File: src/rtl/arb_mux_pkg.sv
// rtl/arb_mux_pkg.sv - shared constants and helpers for the arbitrating multiplexer
package arb_mux_pkg;

   localparam int ARB_MUX_MAX_CH = 16;

   // Channel-index width; a single channel still needs one bit to carry out_ch.
   function automatic int selw_f(input int ch);
      return (ch > 1) ? $clog2(ch) : 1;
   endfunction

endpackage

File: src/rtl/rr_arbiter.sv
// rtl/rr_arbiter.sv - combinational rotating-priority arbiter, search starts at ptr
module rr_arbiter
   import arb_mux_pkg::*;
#(
   parameter int CH   = 4,
   parameter int SELW = selw_f(CH)
)(
   input  logic [CH-1:0]   req,
   input  logic [SELW-1:0] ptr,
   output logic [CH-1:0]   grant,
   output logic [SELW-1:0] grant_idx
);

   logic            found;
   logic [SELW:0]   sum;
   logic [SELW-1:0] idx;

   // Wrap by subtraction so non-power-of-2 channel counts rotate correctly.
   always_comb begin
      grant     = '0;
      grant_idx = '0;
      found     = 1'b0;
      sum       = '0;
      idx       = '0;
      for (int k = 0; k < CH; k++) begin
         sum = {1'b0, ptr} + (SELW+1)'(k);
         if (sum >= (SELW+1)'(CH)) begin
            sum = sum - (SELW+1)'(CH);
         end
         idx = sum[SELW-1:0];
         if (!found && req[idx]) begin
            found      = 1'b1;
            grant[idx] = 1'b1;
            grant_idx  = idx;
         end
      end
   end

endmodule

File: src/rtl/arb_mux.sv
// rtl/arb_mux.sv - N-channel round-robin arbitrating mux with one registered output stage
// Define ARB_MUX_FIXED_PRIO_EN for fixed lowest-index-first priority instead of round-robin.
module arb_mux
   import arb_mux_pkg::*;
#(
   parameter int WIDTH = 32,
   parameter int CH    = 4,
   parameter int SELW  = selw_f(CH)
)(
   input  logic                clk,
   input  logic                reset_n,
   input  logic [CH-1:0]       in_valid,
   output logic [CH-1:0]       in_ready,
   input  logic [CH*WIDTH-1:0] in_data,
   output logic                out_valid,
   input  logic                out_ready,
   output logic [WIDTH-1:0]    out_data,
   output logic [SELW-1:0]     out_ch
);

   generate
      if (CH < 1 || CH > ARB_MUX_MAX_CH) begin : g_ch_range
         $error("arb_mux: CH must be within 1..16");
      end
   endgenerate

   logic [CH-1:0]    grant;
   logic [SELW-1:0]  grant_idx;
   logic [SELW-1:0]  arb_ptr;
   logic             load;
   logic             xfer;
   logic [WIDTH-1:0] ch_data [CH];

   for (genvar i = 0; i < CH; i++) begin : g_unpack
      assign ch_data[i] = in_data[i*WIDTH +: WIDTH];
   end

   assign load     = !out_valid || out_ready;
   // Gated by reset_n so nothing is accepted while the block is held in reset.
   assign in_ready = (reset_n && load) ? grant : '0;
   assign xfer     = |(in_valid & in_ready);

`ifdef ARB_MUX_FIXED_PRIO_EN
   assign arb_ptr = '0;
`else
   logic [SELW-1:0] rr_ptr;

   always_ff @(posedge clk or negedge reset_n) begin
      if (!reset_n) begin
         rr_ptr <= '0;
      end else if (xfer) begin
         rr_ptr <= (grant_idx == SELW'(CH-1)) ? '0 : grant_idx + SELW'(1);
      end
   end

   assign arb_ptr = rr_ptr;
`endif

   rr_arbiter #(
      .CH   (CH),
      .SELW (SELW)
   ) u_rr_arbiter (
      .req       (in_valid),
      .ptr       (arb_ptr),
      .grant     (grant),
      .grant_idx (grant_idx)
   );

   // Drain without fill keeps stale out_data/out_ch; only out_valid drops.
   always_ff @(posedge clk or negedge reset_n) begin
      if (!reset_n) begin
         out_valid <= 1'b0;
         out_data  <= '0;
         out_ch    <= '0;
      end else if (xfer) begin
         out_valid <= 1'b1;
         out_data  <= ch_data[grant_idx];
         out_ch    <= grant_idx;
      end else if (out_ready) begin
         out_valid <= 1'b0;
      end
   end

endmodule

File: config.mk
export PLATFORM = sky130hd
export DESIGN_NAME = arb_mux
export DESIGN_NICKNAME = d
export VERILOG_FILES = /design/src/rtl/arb_mux_pkg.sv /design/src/rtl/rr_arbiter.sv /design/src/rtl/arb_mux.sv
export SDC_FILE = /design/constraint.sdc
export NUM_CORES = 1
export LEC_CHECK = 0
export ABC_CLOCK_PERIOD_IN_PS = 6500
export BUFFER_PORTS_ARGS = -buffer_cell sky130_fd_sc_hd__buf_2
export CAP_MARGIN = 20
export CORE_MARGIN = 1
export CORE_UTILIZATION = 40
export CTS_BUF_LIST = sky130_fd_sc_hd__clkbuf_16
export CTS_CLUSTER_DIAMETER = 50
export DETAILED_ROUTE_END_ITERATION = 6
export HOLD_SLACK_MARGIN = 0.05
export PLACE_DENSITY = 0.85
export SLEW_MARGIN = 20
export SYNTH_ARGS = -nofsm -noshare
export SYNTH_HDL_FRONTEND = slang
export SYNTH_SLANG_ARGS = --single-unit
File: constraint.sdc
create_clock -name clk -period 6.5 [get_ports clk]
set_clock_uncertainty 0.2 [all_clocks]
set_input_delay 1.3 -clock clk [delete_from_list [all_inputs] [get_ports clk]]
set_output_delay 1.3 -clock clk [all_outputs]
set_load 0.05 [all_outputs]
# Yosys cells after proc, flatten, opt, wreduce, memory -nomap -nowiden

Cells that the tools add are included.

Add/subtract/negate cells: 8
Order comparisons: 13
Eq/ne operators: 1
Mux-type cells: 38
Bitwise gates (word level): 5
Reduce and logical (&&, ||, !) cells: 15

Operators by type and width:

| cell                                                | number |
|---|---|
| binary-select mux 32 bit (select 2 bit)             | 1 |
| two-way mux 32 bit                                  | 2 |
| two-way mux 4 bit                                   | 5 |
| two-way mux 2 bit                                   | 9 |
| two-way mux 1 bit                                   | 13 |
| >= comparator 3 bit, second input constant          | 4 |
| < comparator 2 x 3 -> 1 bit, second input constant  | 4 |
| bitwise OR 4 bit                                    | 3 |
| binary-select mux 1 bit (select 2 bit)              | 4 |
| demux 1 bit (select 2 bit)                          | 4 |
| >= comparator 2 x 1 -> 1 bit, second input constant | 4 |
| logical AND 1 bit                                   | 8 |
| subtractor 2 x 1 -> 2 bit, second input constant    | 4 |
| adder 2 x 2 -> 3 bit, second input constant         | 2 |
| AND 4 bit                                           | 1 |
| zero test 1 bit                                     | 4 |
| OR reduction 4 bit                                  | 1 |
| adder 2 x 1 -> 3 bit, second input constant         | 1 |
| >= comparator 2 x 3 -> 1 bit, second input constant | 1 |
| NOT 2 -> 3 bit                                      | 1 |
| adder 2 x 1 -> 2 bit, second input constant         | 1 |
| == test 2 bit, second input constant                | 1 |
| nonzero test 2 bit                                  | 1 |
| logical OR 1 bit                                    | 1 |

Register bits: 37
Bits of input ports: 135
Output and inout bits: 39

# Longest topological paths before layout

Gate-level depths: netlist of the first run.

Word-level depth: 18
Mapped depth: 13
Mapped depth without buffers: 10

# By module

A second synthesis of the first run with hierarchy kept.

Cell total of the unflattened synthesis: 192
Area, all modules: 2,756.4 sq um

Modules (own cells, without submodules):

| module     | times used | cells each | area each (sq um) |
|---|---|---|---|
| arb_mux    | 1          | 127        | 2,267.2 |
| rr_arbiter | 1          | 65         | 489.2 |

# Least setup slack after synthesis of the first run

Ideal clock, no wire load.

Kind: input to output
Start point: input in_valid[1]
End point: output in_ready[3]
Data arrival time: 3.264 ns
Required time: 5.000 ns
Path slack: 1.736 ns
Stages on the path: 5
Cells stage by stage: buf_4 > mux4_1 > nor3b_1 > a221oi_1 > nor2_1

Word-level cells in the longest chain between the ends: 13
Elaborated cells between the ends (all ways): 25
Classes of those cells: 16 x mux; 3 x bitwise; 6 x reduce/logical

RTL lines:

| item                                    | RTL line         | text |
|---|---|---|
| start, declared                         | arb_mux.sv:12    | `input logic [CH-1:0] in_valid,` |
| binary-select mux 1 bit (select 2 bit)  | rr_arbiter.sv:31 | `if (!found && req[idx]) begin` |
| two-way mux 1 bit (implied by the code) | rr_arbiter.sv:31 |  |
| two-way mux 1 bit                       | rr_arbiter.sv:31 |  |
| zero test 1 bit                         | rr_arbiter.sv:31 |  |
| logical AND 1 bit                       | rr_arbiter.sv:31 |  |
| two-way mux 1 bit                       | rr_arbiter.sv:31 |  |
| zero test 1 bit                         | rr_arbiter.sv:31 |  |
| logical AND 1 bit                       | rr_arbiter.sv:31 |  |
| two-way mux 1 bit                       | rr_arbiter.sv:31 |  |
| zero test 1 bit                         | rr_arbiter.sv:31 |  |
| logical AND 1 bit                       | rr_arbiter.sv:31 |  |
| two-way mux 4 bit (*)                   | rr_arbiter.sv:31 |  |
| two-way mux 4 bit (*)                   | arb_mux.sv:40    | `assign in_ready = (reset_n && load) ? grant : '0;` |
| end, declared                           | arb_mux.sv:13    | `output logic [CH-1:0] in_ready,` |

Every way passes the cells marked *; elsewhere a longest branch is shown, timed or not. The select of a mux whose other input is x is not followed.

# Final worst setup path of the first run

Ends and elaborated chain as after synthesis.

==> flow_summary_export.csv, run 1 <==
group,metric,value,unit
pwr,pwr-share-comb,0.731,
worst_setup_path,cp-start-kind,"input port",
place,gp_congestion,0.881,
synthesis,syn_area,3080,um2
synthesis,ys_types,34,
worst_setup_path,cpMostUsedCell,"buf_2",
pwr,power_frac_seq,0.168,
finish,fin_nets,567,
finish,multiInputGateArea,2020,um2
finish,fillers,616,
die,coreArea,7330,um2
worst_setup_path,crit_fanout,11,
clock_tree,insertion_delay,0.27,ns
die,dieArea,8060,um2
routing,antenna_left,0,
global_routing,antenna_found_initial,0,
sta,hold_viol_final,0,
sta,setup_viol_count_final,0,
sta,period_share,0.750,
synthesis,synth_top_area_cell,"mux2i_1",
worst_setup_path,arrival,3.37,ns
finish,n_antenna_cell,0,
pwr,switching_share,0.481,
die,rows,31,
finish,seq_area,926,um2
pwr,pwr-share-clk,0.100,
worst_setup_path,crit_path_top_delay_cell,"a2111oi_0",
clock_tree,cts-root-buf,"clkbuf_16",
finish,drive_above_1_share,0.536,
pwr,ir_drop,0.331,mV
global_routing,track_usage,0.181,
routing,dr_total_vias,2622,
synthesis,synth_cells,258,
clock_tree,h-tree-depth,2,
synthesis,synth.net_count,401,
sta,hold_ws,0.299,ns
synthesis,synth_area_leaders,"mux2i_1, dfrtp_1, mux2_4",
synthesis,seq_area_frac_synth,0.300,
worst_setup_path,cpPeakStageDelay,0.50,ns
global_routing,grt_pass1_vias,2570,
sta,fin_crit,4.87,ns
global_routing,grt_max_degree,41,
sta,tns,0,ns
routing,vias_per_cell,5.00,
die,die_h,89.8,um
clock_tree,clock_path_buffers,2,
finish,area_growth,35.0,%
worst_setup_path,cp-end-kind,"output pin",
sta,relSlewSlack,0.370,
pwr,power-per-cell-area,637,nW/um2
routing,drtPass1Iterations,4,
routing,wl,7.32,mm
die,start_util,0.420,
place,dp_hpwl,5.52,mm
global_routing,overflow,0,
pwr,power,2650,uW
clock_tree,cts_tree,"built",
sta,rsz0062_at_grt,"no",
pwr,power.switching,1270,uW
pwr,power.static_leakage,0.00231,uW
die,dieWidth,89.8,um
sta,worst_pin_slew,0.945,ns
routing,wl_per_cell,14.0,um
clock_tree,cts-resized-gates,0,
outcome,outcome,"finished, final reports clean",
worst_setup_path,r2r_slack,2.27,ns
synthesis,yosys_warnings,0,
place,numPortBuffers,173,
worst_setup_path,crit_type,"input port to output pin",
flow_run,drv_cap,0,
pwr,power.internal,1380,uW
routing,drcViolationCount,0,
worst_setup_path,worstPathRequired,5.00,ns
sta,fmax,0.205,GHz
clock_tree,clk_pin_slew,0.05,ns
worst_setup_path,crit_chain,"buf_2 -> or3b_2 -> a2111oi_0 -> a21o_2 -> a221oi_1 -> nor2_1 -> buf_2",
clock_tree,postCtsSetupBuffers,0,
synthesis,avgSynthCellArea,11.9,um2
sta,drv_slew,0,
die,num_io_pins,174,
clock_tree,cts.sinks,37,
clock_tree,cts_hold_buf,0,
global_routing,grt_pass1_wl,11.9,mm
synthesis,ys_seq_elements,37,
min_path,hp-class,"register to register",
routing,drt_iter0_drc,61,
synthesis,synth_top_area_share,0.322,
clock_tree,numCtsBuffers,5,
path summary, 6_finish.rpt:
kind,start,endpoint,cells after the start
worst min register to register,out_data[27],out_data[27],1
worst min-delay path,out_data[27],out_data[27],1
worst max-delay path,in_valid[1],in_ready[3],7
min in group asynchronous,reset_n,out_data[18],2
max in group asynchronous,reset_n,arb_ptr[1],2
worst max register to register,arb_ptr[0],arb_ptr[1],9
worst max-delay path: cells and delay by family:
family                 cells  cell delay, ns
buffers and inverters      2            0.50
AND/OR/NAND/NOR            2            0.73
AO/OA/AOI/OAI              3            0.84
power by group through the flow:
stage,Combinational [uW],Sequential (uW),Clock (uW)
after global routing,2070,466,286
after global placement,1890,443,0
final,1940,446,266
after detailed placement,1940,446,0
after floorplan,1250,820,0
after CTS,1940,446,273
sequential cells by signal, summed over array words and instances (netlist names):
| name | flops |
|---|---|
| out_ch | 2 |
| arb_ptr | 2 |
| out_valid | 1 |
| out_data | 32 |
per-layer routing:
layer  vias to the layer above  GRT usage  routed length (um)
met3                         4     0.0448                 406
met2                       112      0.337                3840
li1                       1294          -                   -
met5                         -          0                   0
met1                      1212      0.207                3060
met4                         0     0.0383                  19
cells in the final DEF (no fill, tap or decap), types with 3 or more instances in the layout:
cell type  synthesis  final
buf_2              5    173
mux2i_1           99     99
dfrtp_1           37     37
mux2_4            28     28
nand2_1           10     10
mux2_2             8      8
ha_1               8      8
nor2_1             7      7
o21ai_0            7      7
inv_1              4      5
clkbuf_16          0      5
a221oi_1           4      4
o221ai_1           3      3
nand2b_1           3      3
nand3_1            3      3
buf_4              6      3
kinds of logic (layout without fill, tap and decap cells):
family,count (synthesis),in the layout,synth area share
buffers and inverters,23,190,0.0495
adders and majority gates,8,8,0.0325
AOI/OAI and AO/OA,20,20,0.0508
DFF,37,37,0.300
and+or+nand+nor,32,32,0.0552
muxes,138,138,0.512
area by class of cell:
type | count | area share
tap | 99 | 0.0298
clock inverter | 3 | 0.00902
sequential | 37 | 0.222
inverter | 5 | 0.00451
multi-input combinational | 198 | 0.486
timing repair buffer | 177 | 0.218
clock buffer | 5 | 0.0301
stage by stage:
stage	setup WS [ns]	utilization	instances	instance area, um2
2_1_floorplan	1.74	-	258	3080
3_3_place_gp	1.73	0.543	515	3980
3_5_place_dp	1.66	0.543	515	3980
4_1_cts	1.66	0.565	523	4140
5_1_grt	1.45	0.568	524	4160
6_report	1.63	0.568	524	4160
cell usage after synthesis:
master     instances
mux2i_1           99
nor2b_1            1
ha_1               8
mux4_2             1
or2_2              1
inv_1              4
or3b_2             1
nand3b_1           2
nand2_1           10
mux2_2             8
nor3b_1            1
buf_6              5
a211oi_4           1
o21ai_0            7
nor3b_2            1
a2111oi_0          1
o221ai_1           3
inv_2              1
nand2b_1           3
nor2_1             7
o22ai_1            1
dfrtp_1           37
buf_1              2
o21bai_1           1
mux4_1             2
or4_1              1
a221oi_1           4
a21o_2             1
nand3_1            3
buf_2              5
mux2_4            28
o2bb2ai_1          1
buf_4              6
and2b_2            1
Power figures use the tool's default switching activity.
==> inputs of run 2 (changes only) <==
--- a/config.mk
+++ b/config.mk
@@ -5,7 +5,7 @@
 export SDC_FILE = /design/constraint.sdc
 export NUM_CORES = 1
 export LEC_CHECK = 0
-export ABC_CLOCK_PERIOD_IN_PS = 6500
+export ABC_CLOCK_PERIOD_IN_PS = 4600
 export BUFFER_PORTS_ARGS = -buffer_cell sky130_fd_sc_hd__buf_2
 export CAP_MARGIN = 20
 export CORE_MARGIN = 1
==> constraint.sdc (replaced) <==
create_clock -name clk -period 4.6 [get_ports clk]
set_clock_uncertainty 0.2 [all_clocks]
set_input_delay 0.92 -clock clk [delete_from_list [all_inputs] [get_ports clk]]
set_output_delay 0.92 -clock clk [all_outputs]
set_load 0.05 [all_outputs]
==> run 2 against run 1 <==
Combinational power up 43%. Critical path depth unchanged. Core utilization up 0.32 points. Non-clock buffer count up 1. Clock-buffer cell count unchanged. Via count up 3.0%. Sequential power up 43%. Sequential share of layout area down 0.13 points. Final cell count up 0.19%. Clock power up 45%. Design area up 0.57%. Largest cell class unchanged. Largest power group unchanged. Highest routed layer unchanged.
==> flow_summary_export.csv, run 2 (synthesized netlist as in run 1, its figures left out) <==
group,metric,value,unit
pwr,ir_drop,0.444,mV
routing,dr_total_vias,2700,
global_routing,antenna_found_initial,0,
finish,mostFrequentLayoutCell,"buf_2",
clock_tree,insertion_delay,0.27,ns
worst_setup_path,crit_path_top_delay_cell,"dfrtp_1",
die,coreArea,7330,um2
clock_tree,postCtsSetupBuffers,0,
routing,drcViolationCount,0,
place,gp_congestion,0.900,
routing,drtPass1Iterations,4,
clock_tree,clock_path_buffers,2,
pwr,power.static_leakage,0.00232,uW
clock_tree,cts-root-buf,"clkbuf_16",
worst_setup_path,crit_chain,"inv_1 -> ha_1 -> mux4_1 -> nor3b_1 -> a221oi_1 -> nor2_1 -> buf_2",
min_path,hp-class,"register to register",
worst_setup_path,worstPathRequired,3.48,ns
sta,fmax,0.227,GHz
pwr,power,3790,uW
sta,hold_ws,0.304,ns
worst_setup_path,cp-start-kind,"register",
die,dieArea,8060,um2
sta,worst_pin_slew,0.595,ns
finish,fin_nets,568,
global_routing,track_usage,0.191,
outcome,outcome,"finished, final reports clean",
sta,drv_slew,0,
finish,final_cells,525,
routing,drt_iter0_drc,34,
die,die_h,89.8,um
die,num_io_pins,174,
die,dieWidth,89.8,um
routing,wl_per_cell,14.4,um
global_routing,overflow,0,
worst_setup_path,arrival,3.29,ns
place,numPortBuffers,173,
clock_tree,cts_tree,"built",
clock_tree,cts.sinks,37,
sta,fin_crit,4.41,ns
sta,relSlewSlack,0.593,
global_routing,grt_pass1_vias,2724,
sta,tns,0,ns
global_routing,grt_pass1_wl,12.5,mm
routing,vias_per_cell,5.14,
routing,antenna_left,0,
worst_setup_path,path_buf_inv,2,
finish,area_growth,35.8,%
clock_tree,clk_pin_slew,0.06,ns
sta,period_share,0.960,
worst_setup_path,cp-end-kind,"output pin",
worst_setup_path,crit_fanout,17,
place,dp_hpwl,5.87,mm
finish,top_register,"out_data",
routing,wl,7.54,mm
finish,layout_common_cells,"buf_2, mux2i_1, dfrtp_1",
finish,largest_reg_flops,32,
sta,setup_ws,0.186,ns
finish,n_antenna_cell,0,
clock_tree,numCtsBuffers,5,
worst_setup_path,cpPeakStageDelay,0.73,ns
global_routing,grt_max_degree,38,
sta,setup_viol_count_final,0,
place,dp_slack,0.450,ns
flow_run,drv_cap,0,
sta,hold_viol_final,0,
clock_tree,cts_hold_buf,0,
worst_setup_path,crit_type,"register to output pin",
pwr,power-per-cell-area,905,nW/um2
die,rows,31,
clock_tree,cts-resized-gates,0,
worst_setup_path,cp_top_family,"flip-flops",
finish,drive_above_1_share,0.540,
die,start_util,0.420,
place,place_inst,517,
clock_tree,h-tree-depth,2,
sta,rsz0062_at_grt,"no",
-- run 2: changes by cell type in the layout (fill, tap and decap cells not counted), sizes merged --
cell      previous run  this run
buf                177       178
clkinvlp             0         1
inv                  6         5
-- run 2: area by class of cell --
| type | instances | area, um2 |
|---|---|---|
| Fill cell | 635 | 3150 |
| Timing Repair Buffer | 178 | 928 |
| Clock inverter | 3 | 41.3 |
| Multi-Input combinational cell | 198 | 2020 |
| Sequential cell | 37 | 926 |
| Inverter | 5 | 18.8 |
| Clock buffer | 5 | 125 |
| Tap cell | 99 | 124 |
-- run 2: metal layers --
layer  routed length, um  GRT usage  vias to the layer above
met3                 439     0.0389                       10
met4                 111     0.0615                        0
met2                3990      0.359                      119
met5                   0          0                        -
li1                    -          -                     1290
met1                3000      0.213                     1281
-- run 2: power by group --
group	total (uW)	switching (uW)	internal (uW)
clock network	385	131	254
logic	2770	1560	1200
registers	636	130	506
-- run 2: final timing paths --
check / start / endpoint / slack [ns] / cells after the start
min in group asynchronous: reset_n / out_data[0] / 0.64 / 2
max in group asynchronous: reset_n / out_data[25] / 3.23 / 2
min: out_data[31] / out_data[31] / 0.30 / 1
min reg2reg: out_data[31] / out_data[31] / 0.30 / 1
max: arb_ptr[0] / in_ready[3] / 0.19 / 7
max reg2reg: arb_ptr[0] / out_data[24] / 0.75 / 10
-- run 2: worst register-to-register path, stage by stage, from the launching register on --
cell and delay, ns:
dfrtp_1 0.73, inv_1 0.26, ha_1 0.46, mux4_1 0.41
or4_1 0.50, nand3_1 0.09, o21bai_1 0.07, inv_2 0.39
buf_12 0.25, mux2i_1 0.11, mux2_4 0.27
-- run 2: per-stage QoR --
| stage | instance area [um2] | util |
|---|---|---|
| 2_1_floorplan | 3080 | - |
| 3_3_place_gp | 4020 | 0.548 |
| 3_5_place_dp | 4020 | 0.548 |
| 4_1_cts | 4190 | 0.571 |
| 5_1_grt | 4190 | 0.571 |
| 6_report | 4190 | 0.571 |
